**src/rtl/oled_pkg.sv**
```systemverilog
// Shared OLED definitions: the contrast-sequencer state encoding, the
// SSD1306 set-contrast opcode and the default contrast level table.
package oled_pkg;

    typedef enum logic [1:0] {
        ST_IDLE     = 2'd0,
        ST_SEND_CMD = 2'd1,
        ST_SEND_VAL = 2'd2,
        ST_DONE     = 2'd3
    } state_e;

    localparam logic [7:0] CMD_CONTRAST_DEF = 8'h81;
    localparam logic [7:0] CONTRAST_RST     = 8'hFF;

    // Element [0] is the first level selected after reset.
    localparam logic [3:0][7:0] LEVEL_TABLE_DEF = {8'hFF, 8'h9F, 8'h5F, 8'h1F};

endpackage

```
**src/rtl/btn_contrast_seq.sv**
```systemverilog
// Button-driven contrast stepper: each accepted press sends the two-byte
// SSD1306 set-contrast command (opcode, level) through a valid/ready byte port.
module btn_contrast_seq
    import oled_pkg::*;
#(
    parameter logic [7:0]              CMD_CONTRAST = CMD_CONTRAST_DEF,
    parameter int                      NLEVELS      = 4,
    parameter logic [NLEVELS-1:0][7:0] LEVELS       = LEVEL_TABLE_DEF
) (
    input  logic       clk,
    input  logic       rst,
    input  logic       press,
    input  logic       init_done,
    input  logic       tx_ready,
    output logic       tx_valid,
    output logic [7:0] tx_data,
    output logic       tx_dc,
    output logic [7:0] contrast,
    output logic       busy,
    output logic [1:0] state_dbg
);

    // Handshake: a byte moves on any rising edge where tx_valid and tx_ready
    // are both high; while tx_valid is high and tx_ready low, tx_data holds.

    localparam int              IDX_W   = (NLEVELS > 1) ? $clog2(NLEVELS) : 1;
    localparam logic [IDX_W-1:0] IDX_MAX = IDX_W'(NLEVELS - 1);

    state_e           state_q, state_d;
    logic [IDX_W-1:0] idx_q, idx_d;
    logic             pend_q, pend_d;
    logic [7:0]       contrast_q, contrast_d;
    logic             accept;

    assign accept = press & init_done;

    always_comb begin
        state_d    = state_q;
        idx_d      = idx_q;
        pend_d     = pend_q;
        contrast_d = contrast_q;
        // Any press seen outside IDLE (including the DONE->IDLE cycle) is
        // queued one-deep; extra presses saturate into the same flag.
        if (state_q != ST_IDLE) begin
            pend_d = pend_q | accept;
        end
        case (state_q)
            ST_IDLE: begin
                if (pend_q || accept) begin
                    state_d = ST_SEND_CMD;
                    idx_d   = (idx_q == IDX_MAX) ? '0 : idx_q + 1'b1;
                    // Consuming a pending press while a fresh one arrives keeps one queued.
                    pend_d  = pend_q & accept;
                end
            end
            ST_SEND_CMD: begin
                if (tx_ready) begin
                    state_d = ST_SEND_VAL;
                end
            end
            ST_SEND_VAL: begin
                if (tx_ready) begin
                    contrast_d = LEVELS[idx_q];
                    state_d    = ST_DONE;
                end
            end
            ST_DONE: begin
                state_d = ST_IDLE;
            end
            default: begin
                state_d = ST_IDLE;
            end
        endcase
    end

    always_ff @(posedge clk) begin
        if (rst) begin
            state_q    <= ST_IDLE;
            idx_q      <= IDX_MAX;
            pend_q     <= 1'b0;
            contrast_q <= CONTRAST_RST;
        end else begin
            state_q    <= state_d;
            idx_q      <= idx_d;
            pend_q     <= pend_d;
            contrast_q <= contrast_d;
        end
    end

    always_comb begin
        tx_valid = 1'b0;
        tx_data  = 8'h00;
        case (state_q)
            ST_SEND_CMD: begin
                tx_valid = 1'b1;
                tx_data  = CMD_CONTRAST;
            end
            ST_SEND_VAL: begin
                tx_valid = 1'b1;
                tx_data  = LEVELS[idx_q];
            end
            default: begin
                tx_valid = 1'b0;
                tx_data  = 8'h00;
            end
        endcase
    end

    assign tx_dc     = 1'b0;
    assign contrast  = contrast_q;
    assign busy      = (state_q != ST_IDLE);
    assign state_dbg = state_q;

endmodule

```
**config.mk**
```make
export PLATFORM = sky130hd
export DESIGN_NAME = btn_contrast_seq
export DESIGN_NICKNAME = d
export VERILOG_FILES = /design/src/rtl/oled_pkg.sv /design/src/rtl/btn_contrast_seq.sv
export SDC_FILE = /design/constraint.sdc
export NUM_CORES = 1
export LEC_CHECK = 0
export BUFFER_PORTS_ARGS = -buffer_cell sky130_fd_sc_hd__buf_2
export CAP_MARGIN = 20
export CORE_AREA = 2 2 39 41
export DETAILED_ROUTE_END_ITERATION = 7
export DIE_AREA = 0 0 41 43
export GPL_TIMING_DRIVEN = 0
export HOLD_SLACK_MARGIN = 0.02
export PLACE_DENSITY_LB_ADDON = 0.25
export SYNTH_ARGS = -nofsm -noshare
export SYNTH_HDL_FRONTEND = slang
export SYNTH_SLANG_ARGS = --single-unit
```
**constraint.sdc**
```tcl
create_clock -name clk -period 3.4 [get_ports clk]
set_input_delay 0.68 -clock clk [delete_from_list [all_inputs] [get_ports clk]]
set_output_delay 0.68 -clock clk [all_outputs]
set_load 0.1 [all_outputs]
```
==> out/metrics.cfg, run 1 <==
[cts]
cts.path.max_buffers=2
cts_tree=yes
root_buffer=clkbuf_4
clk_pin_slew_ps=50
cts_made_buffers=3
cts_resized=0
clk_latency_ps=260
cts.sinks=8
cts_max_level=1
postCtsHoldBufs=0
cts_setup_buffers=0

[floorplan]
core_sq_mm=0.00138
die-area_sq_mm=0.00176
pin_count=26
start_util=0.405
rows=14
die_h_um=43
die_w_um=41

[synth]
synth_area_leader_cell=dfxtp_1
synth.distinct_cells=25
syn_area_sq_um=561
synth_seq_area_share=0.286
ys_ff_latch=8
synthCells=60
syn_area_per_cell_sq_um=9.34
synthTopCellsByArea=dfxtp_1 29%, buf_4 13%, ha_1 13%, a211o_2 5.4%, mux2i_1 5.4%
synth.top_cell.area_share=0.286
synth_warnings=0

[drt]
wl_per_cell_um=10.5
route.detailed.drc=0
viasPerCell=4.56
dr.pass1.iters=3
dr.first_iter.drc_count=3
wl_mm=1.07
ant_nets=0
vias=465

[worst_setup_path]
path_class=reg -> out
r2r_slack_ps=1970
worstPathRequired_ps=2720
endpoint_kind=output port
start_kind=flop
crit_arrival_ps=1730
crit_fanout=5
reg2regPathDepth=4

[finish]
diodes=0
drive_gt1_frac=0.512
nets=99
instances_no_fill=102
area_delta_synth_final_pct=29.0

[grt]
track_usage=0.150
grt_overflow_total=0
grt_max_degree=11
antenna_found_initial=0
grt_pass1_vias=436
grt_pass1_wl_mm=1.77

[sta]
setup_tns_ps=0
setup_viol=0
finClkSkew_ps=4.78
hold_viol_final=0
fin_hold_ws_ps=464
fmax_mhz=416
layout_min_cycle_time_ps=2410
rsz0062_at_grt=no
period_share=0.708
drv_slew=0

[worst_hold_path]
hold_class=reg -> reg
holdPathStages=1

[flow_run]
maxCapViolCount=0

[place]
dp_cells=99
place.gp.congestion=0.687
hpwl_um=819
io_buffer_count=19

[status]
outcome=finished clean

-- per-layer routing --
metal,vias up,part of all wire,global-route usage
li1,243,-,-
met5,-,0,0
met1,204,0.49,0.189
met3,2,0.070,0.0524
met4,0,0.017,0.100
met2,16,0.43,0.206
-- sequential cells by signal (all words and copies together) (netlist names) --
register   cells
state_dbg      2
contrast       3
pend_q         1
idx_q          2
-- logic make-up (layout without fill, tap and decap cells) --
kind of cell,count (synthesis),after routing,share of synthesized area
muxes,3,3,0.0536
buffers and inverters,15,37,0.170
other,2,6,0.0134
adders and majority gates,6,6,0.134
DFF,8,8,0.286
and+or+nand+nor,16,16,0.185
AOI/OAI and AO/OA,10,10,0.158
-- metrics by stage --
step	setup WS, ps	utilization	area, sq um
after global placement	1270	0.506	701
final	993	0.523	723
after detailed placement	1260	0.506	701
after global routing	859	0.523	723
after floorplan	150	-	586
after CTS	976	0.523	723
-- synthesized netlist by cell type --
master,instances
buf_4,10
nand2b_1,3
and3_2,3
a211o_1,1
nor4_1,1
nand2_1,1
mux2i_1,3
ha_1,6
a211o_2,3
a2bb2oi_2,1
o31ai_1,1
and2_1,1
nand4b_1,1
dfxtp_1,8
and3_1,1
a21oi_2,1
conb_1,2
a31oi_1,1
o21bai_1,1
inv_1,4
nor2b_1,1
a21oi_1,1
nand2b_4,1
nor2_1,3
buf_2,1
-- cell type report --
type / instances / area, sq um
inverters: 4 / 15.0
repair buffers: 19 / 95.1
clock buffers: 3 / 22.5
multi-input cells: 41 / 330
flip-flops and latches: 8 / 160
fillers: 147 / 661
well taps: 16 / 20.0
plain buffers: 11 / 80.1
-- final timing paths --
check,startpoint,endpoint
min reg2reg,contrast[7],contrast[7]
min,contrast[7],contrast[7]
max,state_dbg[1],tx_data[5]
max reg2reg,state_dbg[0],contrast[5]
-- layout by cell type, fill, tap and decap left out, types with 3 or more instances in the layout --
master | Yosys | layout
buf_2 | 1 | 20
nand2b_1 | 3 | 3
buf_4 | 10 | 10
clkbuf_4 | 0 | 3
conb_1 | 2 | 6
and3_2 | 3 | 3
nor2_1 | 3 | 3
ha_1 | 6 | 5
dfxtp_1 | 8 | 8
inv_1 | 4 | 4
a211o_2 | 3 | 3
mux2i_1 | 3 | 3
-- critical path, cell delays in order, from the launching register on --
cell and delay (ps):
dfxtp_1 390, inv_1 100, ha_2 380, and3_2 180, buf_2 420
Power of run 1 is not shown: default switching activity piles up to over one toggle a cycle in this logic, so the estimate is an artifact.
==> run 2: changes to the inputs <==
- clock period: 3.4 -> 2.5 ns (I/O delays scaled with it)
==> out/metrics.cfg, run 2 (same netlist as run 1, synthesis figures left out) <==
[floorplan]
core_sq_mm=0.00138  ; unchanged
die_h_um=43  ; unchanged
rows=14  ; unchanged
start_util=0.405  ; unchanged
die_w_um=41  ; unchanged
die-area_sq_mm=0.00176  ; unchanged
pin_count=26  ; unchanged

[grt]
grt_max_degree=11  ; unchanged
track_usage=0.146  ; -0.00403
grt_overflow_total=0  ; unchanged
antenna_found_initial=0  ; unchanged
grt_pass1_vias=433  ; -0.69%
grt_pass1_wl_mm=1.74  ; -2.0%

[worst_setup_path]
worstPathRequired_ps=2000  ; -720 ps
critPathSlowestCell=buf_2
cpLargestDelayFamily=buffers and inverters
crit_buf_inv=2  ; unchanged
max_stage_delay_ps=420  ; about the same
crit_path_cell_trace=inv_1, ha_1, a21oi_1, nor2b_4, buf_2
path_class=reg -> out
crit_arrival_ps=1760  ; +30 ps
endpoint_kind=output port
start_kind=flop
crit_fanout=9  ; +4

[finish]
final_cell_mix=20 x buf_2, 10 x buf_4, 6 x conb_1, 6 x dfxtp_1
drive_gt1_frac=0.547  ; +0.0349
largest_register_ffs=3  ; unchanged
filler_cell_count=140  ; -4.8%
multi_input_area_sq_um=343  ; +3.8%
area_delta_synth_final_pct=31.7
nets=99  ; unchanged
regArea_sq_um=163  ; +1.6%
layout_commonest_cell=buf_2
diodes=0  ; unchanged

[cts]
clk_latency_ps=250  ; about the same
cts_max_level=1  ; unchanged
cts_made_buffers=3  ; unchanged
cts_tree=yes
clk_pin_slew_ps=60  ; about the same
root_buffer=clkbuf_4
postCtsHoldBufs=0  ; unchanged
cts_setup_buffers=0  ; unchanged
cts.sinks=8  ; unchanged
cts_resized=0  ; unchanged
cts.path.max_buffers=2  ; unchanged

[sta]
finClkSkew_ps=1.80  ; -2.98 ps
setup_tns_ps=0  ; unchanged
period_share=0.904
hold_viol_final=0  ; unchanged
rsz0062_at_grt=no
drv_slew=0  ; unchanged
layout_min_cycle_time_ps=2260
setup_viol=0  ; unchanged
fmax_mhz=442

[place]
io_buffer_count=19  ; unchanged
hpwl_um=827  ; +1.1%
place.gp.congestion=0.698  ; +1.6%

[drt]
route.detailed.drc=0  ; unchanged
dr.first_iter.drc_count=4  ; +1
viasPerCell=4.55  ; -0.22%
ant_nets=0  ; unchanged
wl_mm=1.06  ; -1.2%
wl_per_cell_um=10.4  ; -1.2%
vias=464  ; -0.22%
dr.pass1.iters=3  ; unchanged

[status]
outcome=finished clean

[flow_run]
maxCapViolCount=0  ; unchanged

[worst_hold_path]
hold_class=reg -> reg

-- run 2: cell counts in the layout (fill, tap and decap cells not counted) --
No cell type changed its count.
-- run 2: final cells by class --
| type | count | share of cell area |
|---|---|---|
| buffer | 11 | 0.108 |
| clock buffer | 3 | 0.0305 |
| inverter | 4 | 0.0203 |
| multi-input combinational | 41 | 0.464 |
| sequential | 8 | 0.220 |
| tap | 16 | 0.0271 |
| timing repair buffer | 19 | 0.129 |
-- run 2: per-layer routing --
metal  GRT usage  vias up  part of all wire
met4      0.0800        0             0.020
met1       0.179      200              0.48
met2       0.216       18              0.42
met3      0.0471        5             0.074
met5           0        -                 0
li1            -      241                 -
-- run 2: worst paths after layout --
| check | startpoint | to | slack [ps] | cells after the start |
|---|---|---|---|---|
| max | state_dbg[0] | tx_data[7] | 240 | 5 |
| max reg2reg | state_dbg[0] | contrast[5] | 1080 | 4 |
| min reg2reg | contrast[5] | contrast[5] | 460 | 1 |
| min | contrast[5] | contrast[5] | 460 | 1 |
-- run 2: worst reg2reg max path, delay by kind of cell, from the launching register on --
| family | cells | cell delay [ps] |
|---|---|---|
| AOI/OAI and AO/OA | 1 | 290 |
| adders and majority gates | 1 | 310 |
| buffers and inverters | 1 | 110 |
| DFF | 1 | 350 |
| and+or+nand+nor | 1 | 250 |
-- run 2: stage by stage --
step | hold WS, ps | worst slack, ps | std cells | area (sq um) | utilization
after CTS | 466 | 236 | 102 | 738 | 0.533
after detailed placement | 445 | 511 | 99 | 716 | 0.517
after global placement | 443 | 513 | 99 | 716 | 0.517
after floorplan | 488 | 5.28 | 64 | 601 | -
after global routing | 481 | 129 | 102 | 738 | 0.533
final | 465 | 239 | 102 | 738 | 0.533
Power of run 2 is left out for the same reason.
==> run 3: changes to the inputs <==
- ABC_AREA: default -> 1
==> out/metrics.cfg, run 3 <==
[worst_setup_path]
max_stage_delay_ps=420  ; about the same
cpLargestDelayFamily=buffers and inverters
endpoint_kind=output port
crit_buf_inv=2  ; unchanged
crit_arrival_ps=1790  ; +30 ps
crit_fanout=7  ; -2
critPathSlowestCell=buf_2
cp.depth=5  ; unchanged
worstPathRequired_ps=2000  ; about the same
crit_path_cell_trace=inv_1, ha_1, nand2_1, nor2_4, buf_2
start_kind=flop
path_class=reg -> out
reg2regPathDepth=6  ; +2

[floorplan]
die_w_um=41  ; unchanged
pin_count=26  ; unchanged
die_h_um=43  ; unchanged
core_sq_mm=0.00138  ; unchanged
die-area_sq_mm=0.00176  ; unchanged
rows=14  ; unchanged
start_util=0.378  ; -0.0271

[cts]
cts_tree=yes
postCtsHoldBufs=0  ; unchanged
clk_latency_ps=260  ; about the same
cts.path.max_buffers=2  ; unchanged
cts.sinks=8  ; unchanged
root_buffer=clkbuf_4
cts_max_level=1  ; unchanged
cts_setup_buffers=0  ; unchanged
cts_made_buffers=3  ; unchanged
clk_pin_slew_ps=60  ; about the same
cts_resized=0  ; unchanged

[place]
io_buffer_count=19  ; unchanged
place.gp.congestion=0.720  ; +3.3%
hpwl_um=828  ; about the same

[synth]
synth_edf_count=0  ; unchanged
ys.flop_type=dfxtp_1
syn_area_sq_um=523  ; -6.7%
synthArstFlopShare=0  ; unchanged
syn_area_per_cell_sq_um=7.26  ; -22%
synth.distinct_cells=14  ; -44%
yosysMostFrequentCell=nand2_1
synth.top_cell.area_share=0.306  ; +0.0205
synthTopCellsByArea=dfxtp_1 31%, buf_4 14%, ha_1 14%, nand2_1 10%, nand3_1 8.6%
synth_top_cells_by_count=14 x nand2_1, 10 x buf_4, 9 x nand3_1, 8 x dfxtp_1, 7 x nor2_1
synth_warnings=0  ; unchanged
synth_seq_area_share=0.306  ; +0.0205
synthCells=72  ; +20%
synth_area_leader_cell=dfxtp_1
ys_ff_latch=8  ; unchanged

[grt]
antenna_found_initial=0  ; unchanged
gr-usage-met1=0.158  ; -0.0216
track_usage=0.134  ; -0.0126
use_met2=0.197  ; -0.0188
grt-busiest-layer=met2
grt_pass1_wl_mm=1.57  ; -9.5%
grt_max_degree=9  ; -2
grt_pass1_vias=392  ; -9.5%
grt_overflow_total=0  ; unchanged
use_met3=0.0942  ; +0.0471

[finish]
largest_register_ffs=3  ; unchanged
nets=111  ; +12%
drive_gt1_frac=0.414  ; -0.132
area_delta_synth_final_pct=37.1
layout_commonest_cell=buf_2
filler_cell_count=137  ; -2.1%
diodes=0  ; unchanged
final_cell_mix=19 x buf_2, 14 x nand2_1, 10 x buf_4, 9 x nand3_1

[sta]
hold_viol_final=0  ; unchanged
rsz0062_at_grt=no
fmax_mhz=437  ; -1.2%
setup_viol=0  ; unchanged
period_share=0.916  ; +0.0114
setup_tns_ps=0  ; unchanged
finClkSkew_ps=4.24  ; +2.44 ps
layout_min_cycle_time_ps=2290  ; +28.5 ps
drv_slew=0  ; unchanged

[drt]
dr.pass1.iters=4  ; +1
wl_per_cell_um=9.10  ; -12%
dr.first_iter.drc_count=9  ; +5
wl_mm=1.05  ; -1.1%
viasPerCell=4.42  ; -2.9%
vias=508  ; +9.5%
route.detailed.drc=0  ; unchanged
ant_nets=0  ; unchanged

[worst_hold_path]
holdPathStages=2  ; +1
hold_class=reg -> reg

[status]
outcome=finished clean

[flow_run]
maxCapViolCount=0  ; unchanged

-- run 3: routing by layer --
layer	share of wire	up-vias
met1	0.45	219
met5	0	-
met4	0.0076	0
li1	-	271
met2	0.46	16
met3	0.076	2
-- run 3: kinds of logic (layout without fill, tap and decap cells) --
group,Yosys count,count (layout),share of synthesized area
other,2,6,0.0144
AOI/OAI and AO/OA,8,8,0.0933
buffers and inverters,18,41,0.206
adders and majority gates,6,6,0.144
and+or+nand+nor,30,30,0.237
DFF,8,8,0.306
-- run 3: area by class of cell --
class	instances	area [sq um]	share of cell area
tap	16	20.0	0.0279
clock buffer	4	26.3	0.0366
buffer	10	75.1	0.105
inverter	8	32.5	0.0454
multi-input combinational	50	300	0.419
timing repair buffer	19	95.1	0.133
sequential	8	168	0.234
-- run 3: per-stage QoR --
stage               hold WS (ps)  utilization  area [sq um]  cells  setup slack, ps
floorplan                    469            -           576     76              143
global placement             440        0.499           691    111              481
detailed placement           445        0.499           691    111              472
CTS                          461        0.518           717    115              181
global route                 484        0.518           717    115             78.5
finish                       456        0.518           717    115              210
-- run 3: tightest hold or removal path, delay by kind of cell (launching register included) --
| family | cells | cell delay, ps |
|---|---|---|
| flops | 1 | 320 |
| simple gates | 2 | 100 |
-- run 3: worst paths after layout --
kind	end	slack, ps	start
setup / recovery	tx_data[5]	210	state_dbg[0]
hold / removal	contrast[7]	460	contrast[7]
setup reg to reg	state_dbg[1]	1180	state_dbg[0]
hold reg to reg	contrast[7]	460	contrast[7]
Power of run 3 is left out for the same reason.
